**src/rtl/id_issue_align_if.sv**
```systemverilog
// IB -> issue-align -> decode boundary signals. master = IB/decode side, slave = id_issue_align.
interface id_issue_align_if #(
  parameter int ADDR_W = 32,
  parameter int INSN_W = 32,
  parameter int PTAB_W = 5
);
  logic              flush;
  logic [ADDR_W-1:0] ib_id_pc_0, ib_id_pc_1;
  logic [INSN_W-1:0] ib_id_insn_0, ib_id_insn_1;
  logic [PTAB_W-1:0] ib_id_ptab_addr_0, ib_id_ptab_addr_1;
  logic              ib_id_valid_0, ib_id_valid_1;
  logic              ib_valid_ns;
  logic              id_allin;
  logic              ex_allin;
  logic [ADDR_W-1:0] id_pc_0, id_pc_1;
  logic [INSN_W-1:0] id_insn_0, id_insn_1;
  logic [PTAB_W-1:0] id_ptab_addr_0, id_ptab_addr_1;
  logic              id_valid_0, id_valid_1, id_valid_ns;

  modport master (
    output flush, ib_id_pc_0, ib_id_pc_1, ib_id_insn_0, ib_id_insn_1,
           ib_id_ptab_addr_0, ib_id_ptab_addr_1, ib_id_valid_0, ib_id_valid_1,
           ib_valid_ns, ex_allin,
    input  id_allin, id_pc_0, id_pc_1, id_insn_0, id_insn_1,
           id_ptab_addr_0, id_ptab_addr_1, id_valid_0, id_valid_1, id_valid_ns
  );

  modport slave (
    input  flush, ib_id_pc_0, ib_id_pc_1, ib_id_insn_0, ib_id_insn_1,
           ib_id_ptab_addr_0, ib_id_ptab_addr_1, ib_id_valid_0, ib_id_valid_1,
           ib_valid_ns, ex_allin,
    output id_allin, id_pc_0, id_pc_1, id_insn_0, id_insn_1,
           id_ptab_addr_0, id_ptab_addr_1, id_valid_0, id_valid_1, id_valid_ns
  );
endinterface

```
**src/rtl/id_issue_align.sv**
```systemverilog
// Compacts the IB two-slot group and registers up to two instructions toward decode.
// DELAY_SLOT_PAIR_EN: keep every branch/jump in the same issue group as its delay slot.
module id_issue_align #(
  parameter int ADDR_W = 32,
  parameter int INSN_W = 32,
  parameter int PTAB_W = 5
) (
  input  logic clk,
  input  logic rst_,
  id_issue_align_if.slave bus
);
  typedef struct packed {
    logic [ADDR_W-1:0] pc;
    logic [INSN_W-1:0] insn;
    logic [PTAB_W-1:0] ptab;
  } ent_t;

  ent_t       r_carry0, r_carry1, r_out0, r_out1;
  logic [1:0] r_carry_cnt;
  logic       r_v0, r_v1;

  ent_t       w_slot0, w_slot1, w_in0, w_s0, w_s1, w_s2, w_nxt0, w_nxt1;
  logic [1:0] w_n_in, w_len, w_n_iss, w_cnt_nxt;
  logic       w_adv, w_allin, w_accept, w_br0, w_br1;

`ifdef DELAY_SLOT_PAIR_EN
  function automatic logic is_br(input logic [INSN_W-1:0] insn);
    logic [5:0] op, funct;
    logic [4:0] rt;
    op    = insn[31:26];
    rt    = insn[20:16];
    funct = insn[5:0];
    is_br = (op inside {6'b000010, 6'b000011, 6'b000100, 6'b000101, 6'b000110, 6'b000111}) ||
            (op == 6'b000001 && (rt inside {5'b00000, 5'b00001, 5'b10000, 5'b10001})) ||
            (op == 6'b000000 && (funct inside {6'b001000, 6'b001001}));
  endfunction
  assign w_br0 = is_br(w_s0.insn);
  assign w_br1 = is_br(w_s1.insn);
`else
  assign w_br0 = 1'b0;
  assign w_br1 = 1'b0;
`endif

  assign w_adv    = !r_v0 || bus.ex_allin;
  assign w_allin  = w_adv && (r_carry_cnt < 2'd2) && !bus.flush && !rst_;
  assign w_accept = bus.ib_valid_ns && w_allin;

  assign w_slot0 = '{pc: bus.ib_id_pc_0, insn: bus.ib_id_insn_0, ptab: bus.ib_id_ptab_addr_0};
  assign w_slot1 = '{pc: bus.ib_id_pc_1, insn: bus.ib_id_insn_1, ptab: bus.ib_id_ptab_addr_1};
  // A lone slot1 entry slides into entry 0; entry 1 is only meaningful when both are valid.
  assign w_in0  = bus.ib_id_valid_0 ? w_slot0 : w_slot1;
  assign w_n_in = {1'b0, bus.ib_id_valid_0} + {1'b0, bus.ib_id_valid_1};
  assign w_len  = r_carry_cnt + (w_accept ? w_n_in : 2'd0);

  always_comb begin
    w_s0 = '0;
    w_s1 = '0;
    w_s2 = '0;
    case (r_carry_cnt)
      2'd0:    begin w_s0 = w_in0;    w_s1 = w_slot1; end
      2'd1:    begin w_s0 = r_carry0; w_s1 = w_in0;    w_s2 = w_slot1; end
      default: begin w_s0 = r_carry0; w_s1 = r_carry1; end
    endcase
  end

  always_comb begin
    w_n_iss = 2'd0;
    if (w_len == 2'd1)      w_n_iss = w_br0 ? 2'd0 : 2'd1;
    else if (w_len >= 2'd2) w_n_iss = w_br1 ? 2'd1 : 2'd2;
  end

  always_comb begin
    w_nxt0 = w_s0;
    w_nxt1 = w_s1;
    case (w_n_iss)
      2'd1:    begin w_nxt0 = w_s1; w_nxt1 = w_s2; end
      2'd2:    begin w_nxt0 = w_s2; w_nxt1 = '0;   end
      default: ;
    endcase
  end
  assign w_cnt_nxt = w_len - w_n_iss;

  always_ff @(posedge clk or posedge rst_) begin
    if (rst_) begin
      r_carry0    <= '0;
      r_carry1    <= '0;
      r_carry_cnt <= 2'd0;
      r_out0      <= '0;
      r_out1      <= '0;
      r_v0        <= 1'b0;
      r_v1        <= 1'b0;
    end else if (bus.flush) begin
      r_carry_cnt <= 2'd0;
      r_out0      <= '0;
      r_out1      <= '0;
      r_v0        <= 1'b0;
      r_v1        <= 1'b0;
    end else if (w_adv) begin
      r_carry0    <= w_nxt0;
      r_carry1    <= w_nxt1;
      r_carry_cnt <= w_cnt_nxt;
      r_out0      <= w_s0;
      r_out1      <= w_s1;
      r_v0        <= (w_n_iss != 2'd0);
      r_v1        <= (w_n_iss == 2'd2);
    end
  end

  assign bus.id_allin       = w_allin;
  assign bus.id_pc_0        = r_out0.pc;
  assign bus.id_pc_1        = r_out1.pc;
  assign bus.id_insn_0      = r_out0.insn;
  assign bus.id_insn_1      = r_out1.insn;
  assign bus.id_ptab_addr_0 = r_out0.ptab;
  assign bus.id_ptab_addr_1 = r_out1.ptab;
  assign bus.id_valid_0     = r_v0;
  assign bus.id_valid_1     = r_v1;
  assign bus.id_valid_ns    = r_v0;
endmodule

```
**src/flat_wrapper.sv**
```systemverilog
// flat-port wrapper written by rule: the top's interface ports become plain ports
module id_issue_align_flat 
#(
  parameter int ADDR_W = 32,
  parameter int INSN_W = 32,
  parameter int PTAB_W = 5
)
  (clk, rst_, bus_flush, bus_ib_id_pc_0, bus_ib_id_pc_1, bus_ib_id_insn_0, bus_ib_id_insn_1, bus_ib_id_ptab_addr_0, bus_ib_id_ptab_addr_1, bus_ib_id_valid_0, bus_ib_id_valid_1, bus_ib_valid_ns, bus_ex_allin, bus_id_allin, bus_id_pc_0, bus_id_pc_1, bus_id_insn_0, bus_id_insn_1, bus_id_ptab_addr_0, bus_id_ptab_addr_1, bus_id_valid_0, bus_id_valid_1, bus_id_valid_ns);
  id_issue_align_if #(.ADDR_W(ADDR_W), .INSN_W(INSN_W), .PTAB_W(PTAB_W)) bus_i ();
  input  logic clk;
  input  logic rst_;
  input wire logic [$bits(bus_i.flush)-1:0] bus_flush;
  input wire logic [$bits(bus_i.ib_id_pc_0)-1:0] bus_ib_id_pc_0;
  input wire logic [$bits(bus_i.ib_id_pc_1)-1:0] bus_ib_id_pc_1;
  input wire logic [$bits(bus_i.ib_id_insn_0)-1:0] bus_ib_id_insn_0;
  input wire logic [$bits(bus_i.ib_id_insn_1)-1:0] bus_ib_id_insn_1;
  input wire logic [$bits(bus_i.ib_id_ptab_addr_0)-1:0] bus_ib_id_ptab_addr_0;
  input wire logic [$bits(bus_i.ib_id_ptab_addr_1)-1:0] bus_ib_id_ptab_addr_1;
  input wire logic [$bits(bus_i.ib_id_valid_0)-1:0] bus_ib_id_valid_0;
  input wire logic [$bits(bus_i.ib_id_valid_1)-1:0] bus_ib_id_valid_1;
  input wire logic [$bits(bus_i.ib_valid_ns)-1:0] bus_ib_valid_ns;
  input wire logic [$bits(bus_i.ex_allin)-1:0] bus_ex_allin;
  output wire logic [$bits(bus_i.id_allin)-1:0] bus_id_allin;
  output wire logic [$bits(bus_i.id_pc_0)-1:0] bus_id_pc_0;
  output wire logic [$bits(bus_i.id_pc_1)-1:0] bus_id_pc_1;
  output wire logic [$bits(bus_i.id_insn_0)-1:0] bus_id_insn_0;
  output wire logic [$bits(bus_i.id_insn_1)-1:0] bus_id_insn_1;
  output wire logic [$bits(bus_i.id_ptab_addr_0)-1:0] bus_id_ptab_addr_0;
  output wire logic [$bits(bus_i.id_ptab_addr_1)-1:0] bus_id_ptab_addr_1;
  output wire logic [$bits(bus_i.id_valid_0)-1:0] bus_id_valid_0;
  output wire logic [$bits(bus_i.id_valid_1)-1:0] bus_id_valid_1;
  output wire logic [$bits(bus_i.id_valid_ns)-1:0] bus_id_valid_ns;
  assign bus_i.flush = bus_flush;
  assign bus_i.ib_id_pc_0 = bus_ib_id_pc_0;
  assign bus_i.ib_id_pc_1 = bus_ib_id_pc_1;
  assign bus_i.ib_id_insn_0 = bus_ib_id_insn_0;
  assign bus_i.ib_id_insn_1 = bus_ib_id_insn_1;
  assign bus_i.ib_id_ptab_addr_0 = bus_ib_id_ptab_addr_0;
  assign bus_i.ib_id_ptab_addr_1 = bus_ib_id_ptab_addr_1;
  assign bus_i.ib_id_valid_0 = bus_ib_id_valid_0;
  assign bus_i.ib_id_valid_1 = bus_ib_id_valid_1;
  assign bus_i.ib_valid_ns = bus_ib_valid_ns;
  assign bus_i.ex_allin = bus_ex_allin;
  assign bus_id_allin = bus_i.id_allin;
  assign bus_id_pc_0 = bus_i.id_pc_0;
  assign bus_id_pc_1 = bus_i.id_pc_1;
  assign bus_id_insn_0 = bus_i.id_insn_0;
  assign bus_id_insn_1 = bus_i.id_insn_1;
  assign bus_id_ptab_addr_0 = bus_i.id_ptab_addr_0;
  assign bus_id_ptab_addr_1 = bus_i.id_ptab_addr_1;
  assign bus_id_valid_0 = bus_i.id_valid_0;
  assign bus_id_valid_1 = bus_i.id_valid_1;
  assign bus_id_valid_ns = bus_i.id_valid_ns;
  id_issue_align #(.ADDR_W(ADDR_W), .INSN_W(INSN_W), .PTAB_W(PTAB_W)) u_core (.clk(clk), .rst_(rst_), .bus(bus_i));
endmodule
```
**config.mk**
```make
export PLATFORM = sky130hd
export DESIGN_NAME = id_issue_align_flat
export DESIGN_NICKNAME = d
export VERILOG_FILES = /design/src/rtl/id_issue_align_if.sv /design/src/rtl/id_issue_align.sv /design/src/flat_wrapper.sv
export SDC_FILE = /design/constraint.sdc
export NUM_CORES = 1
export LEC_CHECK = 0
export ABC_AREA = 1
export CAP_MARGIN = 30
export CORE_MARGIN = 1.5
export CORE_UTILIZATION = 35
export CTS_CLUSTER_DIAMETER = 60
export DETAILED_ROUTE_END_ITERATION = 8
export PLACE_DENSITY_LB_ADDON = 0.08
export SETUP_SLACK_MARGIN = 0.15
export SYNTH_ARGS = -nofsm -noshare
export SYNTH_HDL_FRONTEND = slang
export SYNTH_SLANG_ARGS = --single-unit
```
**constraint.sdc**
```tcl
create_clock -name clk -period 12.74 [get_ports clk]
set_input_delay 2.548 -clock clk [delete_from_list [all_inputs] [get_ports clk]]
set_output_delay 2.548 -clock clk [all_outputs]
set_load 0.01 [all_outputs]
```
# Word level (Yosys, flattened, before mapping)
# Cells that the tools add are included.
# op_classes
bitwise	1
mux	19
addsub	3
n_eq_ne	4
magnitude_cmp	2
reduce_logical	12
# ops
operator	n
$mux W69	7
$pmux W69 S2	3
$mux W2	5
$eq A2 B1 Y1 const B	3
$logic_and A1 B1 Y1	4
$mux W1	4
$reduce_bool A2 Y1	2
$logic_not A1 Y1	3
$add A1 B1 Y2	1
$add A2 B2 Y2	1
$eq A2 B2 Y1 const B	1
$ge A2 B2 Y1 const B	1
$logic_not A2 Y1	1
$lt A2 B2 Y1 const B	1
$reduce_and A2 Y1	1
$sub A2 B2 Y2	1
$logic_or A1 B1 Y1	1
$not A1 Y1	1
# totals
in_bits	145
register_bits	280

# Longest topological paths before layout
# logic_depth
depth_word	14
depth_mapped	17
mapped_depth_nobuf	16

# Least setup slack after synthesis
# No wires, ideal clock.
# synth_timing
path_kind	input port to output port
startpoint	in bus_ex_allin
endpoint	out bus_id_allin
required_ns	10.192
t_arrival_ns	3.022
cell_stages	4
path_buffers	0
slack_ns	7.170
cell_sequence	inv_1 > nand2_1 > nand2_1 > nor2_2
# synth_between
elab_chain_cells	4
# synth_rtl
item	line	text
start, declared	flat_wrapper.sv:22	input wire logic [$bits(bus_i.ex_allin)-1:0] bus_ex_allin;
$logic_or A1 B1 Y1	id_issue_align.sv:44	assign w_adv = !r_v0 || bus.ex_allin;
$logic_and A1 B1 Y1 (3 in a row)	id_issue_align.sv:45	assign w_allin = w_adv && (r_carry_cnt < 2'd2) && !bus.flush && !rst_;
end, declared	flat_wrapper.sv:23	output wire logic [$bits(bus_i.id_allin)-1:0] bus_id_allin;
# Every way passes these cells.

# Final worst setup path
# Same ends and word-level chain as after synthesis.

==> impl_metrics.py <==
metrics = {
    "die": {
        "fp.coreArea_um2": 47500,
        "initial_core_util_pct": 35.3,
        "rows": 80,
        "dieArea_um2": 49300,
        "die_x_um": 222,
        "top_level_ports": 287,
        "dieHeight_um": 222,
    },
    "logic_synthesis": {
        "syn-num-nets": 2710,
        "yosysTopAreaCell": "dfrtp_1",
        "avgSynthCellArea_um2": 6.56,
        "ys_warn_count": 0,
        "synth.area.top_cells": "dfrtp_1, nor2_1, nand2_1",
        "async_flop_share_pct": 100,
        "synth.cell_area_um2": 16800,
        "synth.top_cell.area_share_pct": 41.7,
        "synthFlopType": "dfrtp_1",
        "synth_commonest_cells": "nor2_1, nand2_1, inv_1",
        "seq_area_frac_synth_pct": 41.7,
        "synth_cell_types": 22,
        "yosysMostFrequentCell": "nor2_1",
        "synth_cells": 2563,
        "synth-edff-count": 0,
        "ys_ff_latch": 280,
    },
    "placed_design": {
        "dp_hpwl_um": 35500,
        "io_buffers": 286,
        "globalplace.congestion": 0.794,
        "dp_slack_ps": 5420,
        "place_area_um2": 20000,
    },
    "power": {
        "ir_worst_vdd_uv": 64.7,
        "power.leakage_nw": 10.2,
        "power_w": 0.00243,
        "p_per_area_nw_per_um2": 115,
    },
    "clocking": {
        "cts_num_sinks": 280,
        "cts_made_buffers": 37,
        "cts_resized": 0,
        "clk_latency_ps": 550,
        "cts_hold_buf": 0,
        "post-cts-setup-buffers": 0,
        "h-tree-depth": 2,
        "clk_pin_slew_ps": 60,
        "cts_root_buf": "clkbuf_16",
        "cts_tree": "yes",
        "ctsLongestPathBuffers": 3,
    },
    "detailed_routing": {
        "drtIter0Drc": 1401,
        "vias": 17200,
        "ant_nets": 0,
        "firstDrtPassIters": 7,
        "routedWlPerCell_um": 17.5,
        "wl_um": 59100,
        "viasPerCell": 5.11,
        "drc": 0,
    },
    "setup_path": {
        "cp-start-kind": "input pin",
        "critPathMostFrequentCell": "clkdlybuf4s50_1",
        "cp_cell_sequence": "clkdlybuf4s50_1, inv_1, nand2_1, nand2_4, nor2_2, clkdlybuf4s50_1",
        "crit_required_ps": 10190,
        "critical_path.top_delay_family": "buffers and inverters",
        "slowest_stage": "clkdlybuf4s50_1",
        "critical_path_class": "in -> out",
        "cpPeakStageDelay_ps": 700,
        "crit_path_end_kind": "output port",
        "critPathMaxFanout": 52,
        "arrival_ps": 4600,
        "crit_buf_inv": 3,
    },
    "cells_and_area": {
        "nNetsFinal": 2884,
        "areaGrowthSynthToFinish_pct": 25.5,
        "diodes": 0,
        "fillCellCount": 4884,
        "fin_area_um2": 21100,
        "seqCellArea_um2": 7010,
        "drive_above_1_share_pct": 3.30,
        "multi_input_area_um2": 7590,
    },
    "global_routing": {
        "gr-usage-all-layers_pct": 24.0,
        "grt_pass1_wl_um": 94600,
        "antenna_found_initial": 0,
        "grt_max_degree": 107,
        "grt_overflow": 0,
        "grt_pass1_vias": 17000,
    },
    "timing": {
        "finalSetupViolCount": 0,
        "final-hold-violation-count": 0,
        "setup_ws_ps": 5600,
        "finClkSkew_ps": 9.22,
        "drv_slew": 0,
        "tightestPinTransition_ps": 1040,
        "min_period_ps": 7140,
        "period_share_pct": 56.1,
        "max_freq_mhz": 140,
        "timing.setup.tns_ps": 0,
        "max_slew_margin_pct": 30.7,
        "rsz0062_at_grt": "no",
    },
    "flow_run": {
        "maxCapViolations": 0,
    },
    "run_status": {
        "status": "finished, final reports clean",
    },
    "min_path": {
        "hold_class": "reg -> reg",
    },
}
-- per-layer routing --
metal	track usage, %	wire, um	up-vias
met3	3.95	3820	92
met4	7.82	1620	0
met5	0	0	-
li1	-	-	8382
met1	33.2	27100	8156
met2	38.4	26600	607
-- worst paths after layout --
| kind | startpoint | end | slack [ps] | cells past startpoint |
|---|---|---|---|---|
| worst min-delay path | u_core.r_carry1[67] | u_core.r_carry1[67] | 490 | 2 |
| worst max register to register | u_core.bus.id_valid_0 | u_core.r_carry1[63] | 8050 | 15 |
| worst min register to register | u_core.r_carry1[67] | u_core.r_carry1[67] | 490 | 2 |
| min in group asynchronous | rst_ | u_core.bus.id_insn_1[4] | 2730 | 2 |
| worst max-delay path | bus_ex_allin | bus_id_allin | 5600 | 6 |
| max in group asynchronous | rst_ | u_core.r_carry1[12] | 8570 | 3 |
-- metrics by stage --
| stage | util (%) | hold WS [ps] | std cells |
|---|---|---|---|
| 2_1_floorplan | - | 466 | 2563 |
| 3_3_place_gp | 41.9 | 480 | 3312 |
| 3_5_place_dp | 42.0 | 482 | 3313 |
| 4_1_cts | 44.3 | 498 | 3372 |
| 5_1_grt | 44.3 | 509 | 3372 |
| 6_report | 44.3 | 495 | 3372 |
-- layout make-up --
| cell class | instances | share of cell area, % |
|---|---|---|
| clock inverters | 5 | 0.273 |
| multi-input cells | 1702 | 36.0 |
| clock buffers | 54 | 5.03 |
| inverters | 406 | 7.28 |
| well taps | 615 | 3.65 |
| flip-flops and latches | 280 | 33.2 |
| repair buffers | 310 | 14.5 |
-- worst register-to-register path: cells and delay by family, from the launching register on --
kind                     cells  cell delay (ps)
buffers and inverters        4             1490
AND/OR/NAND/NOR             10             2430
adder cells (fa/ha/maj)      1              200
flip-flops                   1              510
-- placed cells by master (no fill, tap or decap), types with 2 or more instances in the layout --
| cell | netlist | layout |
|---|---|---|
| dfrtp_1 | 280 | 280 |
| o21ai_0 | 209 | 209 |
| buf_4 | 13 | 24 |
| inv_2 | 4 | 2 |
| inv_1 | 402 | 400 |
| o22ai_1 | 70 | 70 |
| clkdlybuf4s50_1 | 0 | 285 |
| nor2_1 | 554 | 554 |
| nand3_4 | 0 | 2 |
| o211ai_1 | 48 | 48 |
| clkinv_2 | 0 | 5 |
| nand4_1 | 70 | 70 |
| clkbuf_8 | 0 | 7 |
| clkbuf_1 | 115 | 10 |
| nand3_1 | 140 | 138 |
| inv_6 | 0 | 2 |
| nand2_1 | 512 | 509 |
| clkbuf_16 | 0 | 37 |
| nand2_4 | 0 | 4 |
| a21oi_1 | 22 | 21 |
| ha_1 | 2 | 2 |
| nor3_1 | 69 | 69 |
-- logic make-up after synthesis --
| logic type | after synthesis | synth area share [%] |
|---|---|---|
| compound gates | 349 | 11.6 |
| fa+ha+maj | 2 | 0.149 |
| simple gates | 1351 | 33.0 |
| flops | 280 | 41.7 |
| buf+inv | 581 | 13.5 |
-- flip-flops by register name, indices dropped and copies added, names as in the netlist --
register	cells
u_core.r_carry0	69
u_core.r_carry1	69
u_core.bus.id_insn_0	32
u_core.bus.id_insn_1	32
u_core.bus.id_pc_0	32
u_core.bus.id_pc_1	32
u_core.bus.id_ptab_addr_0	5
u_core.bus.id_ptab_addr_1	5
u_core.r_carry_cnt	2
u_core.bus.id_valid_0	1
u_core.bus.id_valid_1	1
-- report_power, final --
group	switching [W]	total [W]	internal, W
clock	0.000404	0.000997	0.000592
sequential	0.0000470	0.00102	0.000973
combinational	0.000241	0.000413	0.000172
Note: power is estimated with default switching activity, not from simulation.
